===== config.mk =====
export PLATFORM = sky130hd
export DESIGN_NAME = instr_fetch_unit_flat
export DESIGN_NICKNAME = d
export VERILOG_FILES = /design/src/rtl/fetch_if.sv /design/src/rtl/instr_fetch_unit.sv /design/src/flat_wrapper.sv
export SDC_FILE = /design/constraint.sdc
export NUM_CORES = 1
export LEC_CHECK = 0
export BUFFER_PORTS_ARGS = -buffer_cell sky130_fd_sc_hd__buf_2
export CORE_MARGIN = 3
export CORE_UTILIZATION = 45
export CTS_CLUSTER_SIZE = 12
export DETAILED_ROUTE_END_ITERATION = 10
export GPL_TIMING_DRIVEN = 1
export PLACE_DENSITY = 0.76
export SKIP_CTS_REPAIR_TIMING = 1
export SYNTH_ARGS = -nofsm -noshare
export SYNTH_HDL_FRONTEND = slang
export SYNTH_SLANG_ARGS = --single-unit

===== constraint.sdc =====
create_clock -name i_clk -period 2.9 [get_ports i_clk]
set_input_delay 0 -clock i_clk [delete_from_list [all_inputs] [get_ports i_clk]]
set_output_delay 0 -clock i_clk [all_outputs]
set_load 0.05 [all_outputs]

===== src/rtl/fetch_if.sv =====
// fetch_if: fetch control, instruction-memory request/ack bus and fetch status.
interface fetch_if;
    logic        fetch_en;
    logic        branch;
    logic [31:0] branch_target;
    logic        mem_req;
    logic [31:0] mem_addr;
    logic        mem_ack;
    logic [31:0] mem_rdata;
    logic        ir_we;
    logic [31:0] ir_data;
    logic [31:0] pc;
    logic        busy;
    logic        fetch_err;
    modport master (
        output fetch_en, branch, branch_target, mem_ack, mem_rdata,
        input  mem_req, mem_addr, ir_we, ir_data, pc, busy, fetch_err
    );
    modport slave (
        input  fetch_en, branch, branch_target, mem_ack, mem_rdata,
        output mem_req, mem_addr, ir_we, ir_data, pc, busy, fetch_err
    );
endinterface


===== src/rtl/instr_fetch_unit.sv =====
// instr_fetch_unit: PC holder issuing one memory read per fetch and pulsing IR_WE with the word.
module instr_fetch_unit #(
    parameter logic [31:0] RESET_PC       = 32'h0000_0000,
    parameter int          TIMEOUT_CYCLES = 255
) (
    input logic    i_clk,
    input logic    i_rst,
    fetch_if.slave bus
);
    typedef enum logic [1:0] {IDLE, WAIT, LOAD, ERR} state_t;
    state_t      r_state, w_next;
    logic [31:0] r_pc, r_ir, r_pend_tgt;
    logic        r_pend, r_err;
    logic [7:0]  r_cnt;
    logic [31:0] w_tgt;
    logic        w_timeout;
    assign w_tgt     = bus.branch_target & ~32'h3;
    assign w_timeout = (r_cnt == 8'(TIMEOUT_CYCLES - 1)) && !bus.mem_ack;
    always_ff @(posedge i_clk)
        if (i_rst) r_state <= IDLE;
        else       r_state <= w_next;
    always_comb begin
        w_next = r_state;
        unique case (r_state)
            IDLE:    w_next = (!bus.branch && bus.fetch_en) ? WAIT : IDLE;
            WAIT:    w_next = bus.mem_ack ? LOAD : (w_timeout ? ERR : WAIT);
            LOAD:    w_next = IDLE;
            default: w_next = ERR;
        endcase
    end
    always_ff @(posedge i_clk) begin
        if (i_rst) begin
            r_pc       <= RESET_PC;
            r_ir       <= '0;
            r_pend     <= 1'b0;
            r_pend_tgt <= '0;
            r_cnt      <= '0;
            r_err      <= 1'b0;
        end else begin
            unique case (r_state)
                IDLE: begin
                    if (bus.branch)        r_pc  <= w_tgt;
                    else if (bus.fetch_en) r_cnt <= '0;
                end
                WAIT: begin
                    if (bus.branch) begin
                        r_pend     <= 1'b1;
                        r_pend_tgt <= w_tgt;
                    end
                    if (bus.mem_ack) r_ir  <= bus.mem_rdata;
                    else             r_cnt <= r_cnt + 8'd1;
                    if (w_timeout)   r_err <= 1'b1;
                end
                LOAD: begin
                    // a branch arriving in LOAD itself overrides any earlier pending one
                    r_pc   <= bus.branch ? w_tgt : (r_pend ? r_pend_tgt : r_pc + 32'd4);
                    r_pend <= 1'b0;
                end
                default: ;
            endcase
        end
    end
    assign bus.mem_req   = (r_state == WAIT);
    assign bus.mem_addr  = r_pc;
    assign bus.ir_we     = (r_state == LOAD);
    assign bus.ir_data   = r_ir;
    assign bus.pc        = r_pc;
    assign bus.busy      = (r_state != IDLE);
    assign bus.fetch_err = r_err;
endmodule


===== src/flat_wrapper.sv =====
// flat-port wrapper written by rule: the top's interface ports become plain ports
module instr_fetch_unit_flat 
#(
    parameter logic [31:0] RESET_PC       = 32'h0000_0000,
    parameter int          TIMEOUT_CYCLES = 255
)
  (i_clk, i_rst, bus_fetch_en, bus_branch, bus_branch_target, bus_mem_ack, bus_mem_rdata, bus_mem_req, bus_mem_addr, bus_ir_we, bus_ir_data, bus_pc, bus_busy, bus_fetch_err);
  fetch_if bus_i ();
  input logic i_clk;
  input logic i_rst;
  input wire logic [$bits(bus_i.fetch_en)-1:0] bus_fetch_en;
  input wire logic [$bits(bus_i.branch)-1:0] bus_branch;
  input wire logic [$bits(bus_i.branch_target)-1:0] bus_branch_target;
  input wire logic [$bits(bus_i.mem_ack)-1:0] bus_mem_ack;
  input wire logic [$bits(bus_i.mem_rdata)-1:0] bus_mem_rdata;
  output wire logic [$bits(bus_i.mem_req)-1:0] bus_mem_req;
  output wire logic [$bits(bus_i.mem_addr)-1:0] bus_mem_addr;
  output wire logic [$bits(bus_i.ir_we)-1:0] bus_ir_we;
  output wire logic [$bits(bus_i.ir_data)-1:0] bus_ir_data;
  output wire logic [$bits(bus_i.pc)-1:0] bus_pc;
  output wire logic [$bits(bus_i.busy)-1:0] bus_busy;
  output wire logic [$bits(bus_i.fetch_err)-1:0] bus_fetch_err;
  assign bus_i.fetch_en = bus_fetch_en;
  assign bus_i.branch = bus_branch;
  assign bus_i.branch_target = bus_branch_target;
  assign bus_i.mem_ack = bus_mem_ack;
  assign bus_i.mem_rdata = bus_mem_rdata;
  assign bus_mem_req = bus_i.mem_req;
  assign bus_mem_addr = bus_i.mem_addr;
  assign bus_ir_we = bus_i.ir_we;
  assign bus_ir_data = bus_i.ir_data;
  assign bus_pc = bus_i.pc;
  assign bus_busy = bus_i.busy;
  assign bus_fetch_err = bus_i.fetch_err;
  instr_fetch_unit #(.RESET_PC(RESET_PC), .TIMEOUT_CYCLES(TIMEOUT_CYCLES)) u_core (.i_clk(i_clk), .i_rst(i_rst), .bus(bus_i));
endmodule

==> impl_results.md <==
- Vias after detailed routing: 5561
- CP Capture Type: register
- Non-filler cells, final: 1020
- Rows: 39
- RSZ-0062 raised after global routing: no
- Max IR drop VDD: between 400 and 500 µV
- CTS root buf: clkbuf_16
- FMAX: between 0.4 and 0.5 GHz
- DIE AREA: 13400 µm²
- Max-Cap Viols: 0
- Crit path time final: between 2 and 2.5 ns
- Max-slew headroom: 42.7%
- Total Wirelength: between 15000 and 20000 µm
- Kind of cell adding the most delay to the critical path: buffers and inverters
- Cells after DPL: 936
- P&R area growth vs syn: 29.7%
- Final Cycle Share: 84.2%
- Worst-Skew Late Latency: 0.36 ns
- Synth Instances: 696
- Via density: 5.45
- Critical Path Fanout Max: 31
- CTS Sinks: about 100
- Flop pwr share: 42.5%
- Final setup fails: 0
- Die W: between 100 and 150 µm
- P per Cell Area: approximately 530 nW/µm²
- Vias in the first global route: 4755
- Synth Register Bits: 104
- Clock Path Buffers: 2
- Flop2flop setup slack: approximately 0.46 ns
- TNS Setup: 0 ns
- Nets: 944
- Crit path largest cell delay: 0.56 ns
- Hold Path Depth: 3
- Leak pwr: 2.94 nW
- Hold Crit Start: bus_mem_ack
- Switching Fraction: 32.4%
- Clock Power Share: 36.3%
- Starting Density: 46.7%
- Hold slack: -0.00570 ns
- Worst Clk Skew: roughly 0.012 ns
- Initial antenna violation count: 0
- Internal Pwr Total: between 2 and 3 mW
- Post-DP HPWL: 10400 µm
- Measured slew at the worst slew-check pin: 0.857 ns
- Reg clk slew, reported paths: 0.07 ns
- Worst path buffer plus inverter count: 3
- IO buf count: 162
- Synth Flop Type: dfxtp_1
- NetSw: 1.20 mW
- Crit-path most repeated cell: nand2_1
- Number of synthesized flops with an enable pin: 0
- Die Ht: 116 µm
- H-tree depth: 3
- Share of cells above drive strength 1: 25.4%
- Seq/Total Area, Yosys: 38.4%
- Commonest cells after routing, fill and taps aside: buf_2 (162), nand2_1 (152), dfxtp_1 (104)
- Fin. Hold Viols: 1
- RR Startpoint: u_core.r_state[0]
- Synth cell types: 67
- Worst EP required: 3.13 ns
- Reg2Reg Depth: 7
- Antenna Cells: 0
- Core area: roughly 12000 µm²
- Avg Cell Area, Syn: ~7.8 µm²
- Hold WC Path Type: input pin to register
- Final core occ: about three fifths
- Max-slew violations: 0
- CTS tree: built
- CP Launch Type: register
- CP max stage cell: dfxtp_1
- Antenna Nets Post-Route: 0
- 1st-iter DRT viols: 504
- Synth Warn #: 0
- Failing checks: hold timing
- Largest net degree at the start of global routing: 66
- Total track usage: 21.9%
- Worst Hold End: u_core.r_state[1]
- Most common cell after layout, fill and taps aside: buf_2
- Drt wl/cell: 16.2 µm
- Worst Path Arrival: 2.68 ns
- Logic pwr share: roughly a fifth
- Reg2reg end: u_core.r_pend_tgt[20]
- Total CTS buffers: 9
- Asr flop ratio synth: 0%
- Critical setup path kind: register to register
- Cell Chain, Critical Path: clkinv_1, nor2_1, nand2_1, buf_4, nand2_1, a21oi_1, dlygate4sd3_1
- Status: finished with violations
- Post-synth design cell area: approximately 5400 µm²
- TritonRoute pass-1 iters: 7
- First-pass GRT wire length: 23700 µm
- Ports: between 150 and 200
- # DRC: 0
- GRT Residual Overflow: 0
- Worst path depth: 7
- Routability cong.: approximately 0.88
## worst reg2reg max path, stage by stage, from the launching register on
cell and delay, ns:
dfxtp_1 0.56, clkinv_1 0.30, nor2_1 0.36, nand2_1 0.09, buf_4 0.28, nand2_1 0.12
a21oi_1 0.07, dlygate4sd3_1 0.56
## per-stage QoR
| step | worst slack (ns) | total power, mW | instance area [µm²] |
|---|---|---|---|
| after floorplan | 0.814 | 2.16 | 5440 |
| after global placement | 0.940 | 2.30 | 6030 |
| after detailed placement | 0.898 | 2.31 | 6030 |
| after CTS | 0.887 | 3.65 | 6360 |
| after global routing | 0.269 | 3.84 | 7040 |
| final | 0.458 | 3.71 | 7040 |
## registers in the layout (all words and copies together), names as in the netlist
name and count:
u_core.r_cnt 8, u_core.r_state 2, u_core.bus.fetch_err 1, u_core.bus.mem_addr 30
u_core.r_pend_tgt 30, u_core.r_pend 1, u_core.bus.ir_data 32
## layer usage
metal / vias up / GRT usage, % / wire length (µm) / share of wire [%]
met4: 0 / 6.11 / 285 / 1.7
met1: 2515 / 30.2 / 7030 / 42
met5: - / 0 / 0 / 0
li1: 2744 / - / - / -
met3: 30 / 6.58 / 1570 / 9.5
met2: 272 / 33.6 / 7660 / 46
## cell usage after synthesis (2+ instances only)
| master | number | share of area, % |
|---|---|---|
| a211oi_1 | 13 | 1.8 |
| a21o_1 | 3 | 0.41 |
| a21oi_1 | 102 | 9.4 |
| a221oi_1 | 4 | 0.65 |
| a2bb2oi_1 | 3 | 0.48 |
| a311oi_1 | 2 | 0.32 |
| a31oi_1 | 4 | 0.46 |
| and2_1 | 3 | 0.35 |
| and3_1 | 7 | 0.81 |
| and4_1 | 2 | 0.32 |
| and4_4 | 3 | 0.62 |
| buf_1 | 3 | 0.21 |
| buf_2 | 11 | 1.0 |
| buf_4 | 37 | 5.1 |
| buf_6 | 4 | 0.83 |
| clkbuf_1 | 23 | 1.6 |
| clkbuf_8 | 4 | 1.0 |
| dfxtp_1 | 104 | 38 |
| ha_1 | 3 | 0.69 |
| inv_1 | 10 | 0.69 |
| mux2i_1 | 4 | 0.74 |
| nand2_1 | 152 | 11 |
| nand2b_1 | 5 | 0.58 |
| nand3_1 | 19 | 1.8 |
| nand4_1 | 18 | 2.1 |
| nand4_4 | 2 | 0.78 |
| nor2_1 | 44 | 3.0 |
| nor3_1 | 14 | 1.3 |
| nor3_2 | 2 | 0.37 |
| nor4_1 | 4 | 0.46 |
| o211a_1 | 2 | 0.37 |
| o211ai_1 | 3 | 0.41 |
| o21ai_0 | 18 | 1.7 |
| o21bai_1 | 2 | 0.28 |
| o221a_2 | 5 | 1.0 |
| o22ai_1 | 9 | 1.0 |
| o32ai_1 | 2 | 0.32 |
| xnor2_1 | 7 | 1.1 |
| xor2_1 | 11 | 1.8 |
## final cells by class
cell class | count | area (µm²)
clock buffer | 9 | 225
tap | 143 | 179
timing repair buffer | 245 | 1620
sequential | 104 | 2080
inverter | 11 | 41.3
fill | 1011 | 4570
clock inverter | 7 | 103
multi-input combinational | 501 | 2790
## worst max-delay path by stage
stage / start / end / slack (ns)
floorplan: u_core.bus.mem_addr[2] / u_core.bus.mem_addr[28] / 0.81
global placement: u_core.bus.mem_addr[2] / u_core.bus.mem_addr[20] / 0.94
detailed placement: u_core.bus.mem_addr[2] / u_core.bus.mem_addr[20] / 0.90
CTS: u_core.r_state[1] / u_core.bus.mem_addr[25] / 0.89
global route: u_core.r_state[0] / u_core.r_pend_tgt[20] / 0.27
finish: u_core.r_state[0] / u_core.r_pend_tgt[20] / 0.46
## cells by family (layout without fill, tap and decap cells)
group | after synthesis | after routing | share of synthesized area, %
adders and majority gates | 3 | 3 | 0.692
and+or+nand+nor | 292 | 292 | 26.5
DFF | 104 | 104 | 38.4
muxes | 4 | 4 | 0.738
AOI/OAI and AO/OA | 180 | 180 | 20.1
buffers and inverters | 94 | 272 | 10.6
other | 1 | 4 | 0.0691
xor gates and xnor gates | 18 | 18 | 2.90
## power groups by stage
stage / clock, mW / combinational, mW / sequential [mW]
6_report: 1.35 / 0.787 / 1.57
5_1_grt: 1.41 / 0.841 / 1.58
4_1_cts: 1.37 / 0.708 / 1.57
3_5_place_dp: 0 / 0.706 / 1.60
3_3_place_gp: 0 / 0.702 / 1.60
2_1_floorplan: 0 / 0.428 / 1.73
Note: power is estimated with default switching activity, not from simulation.
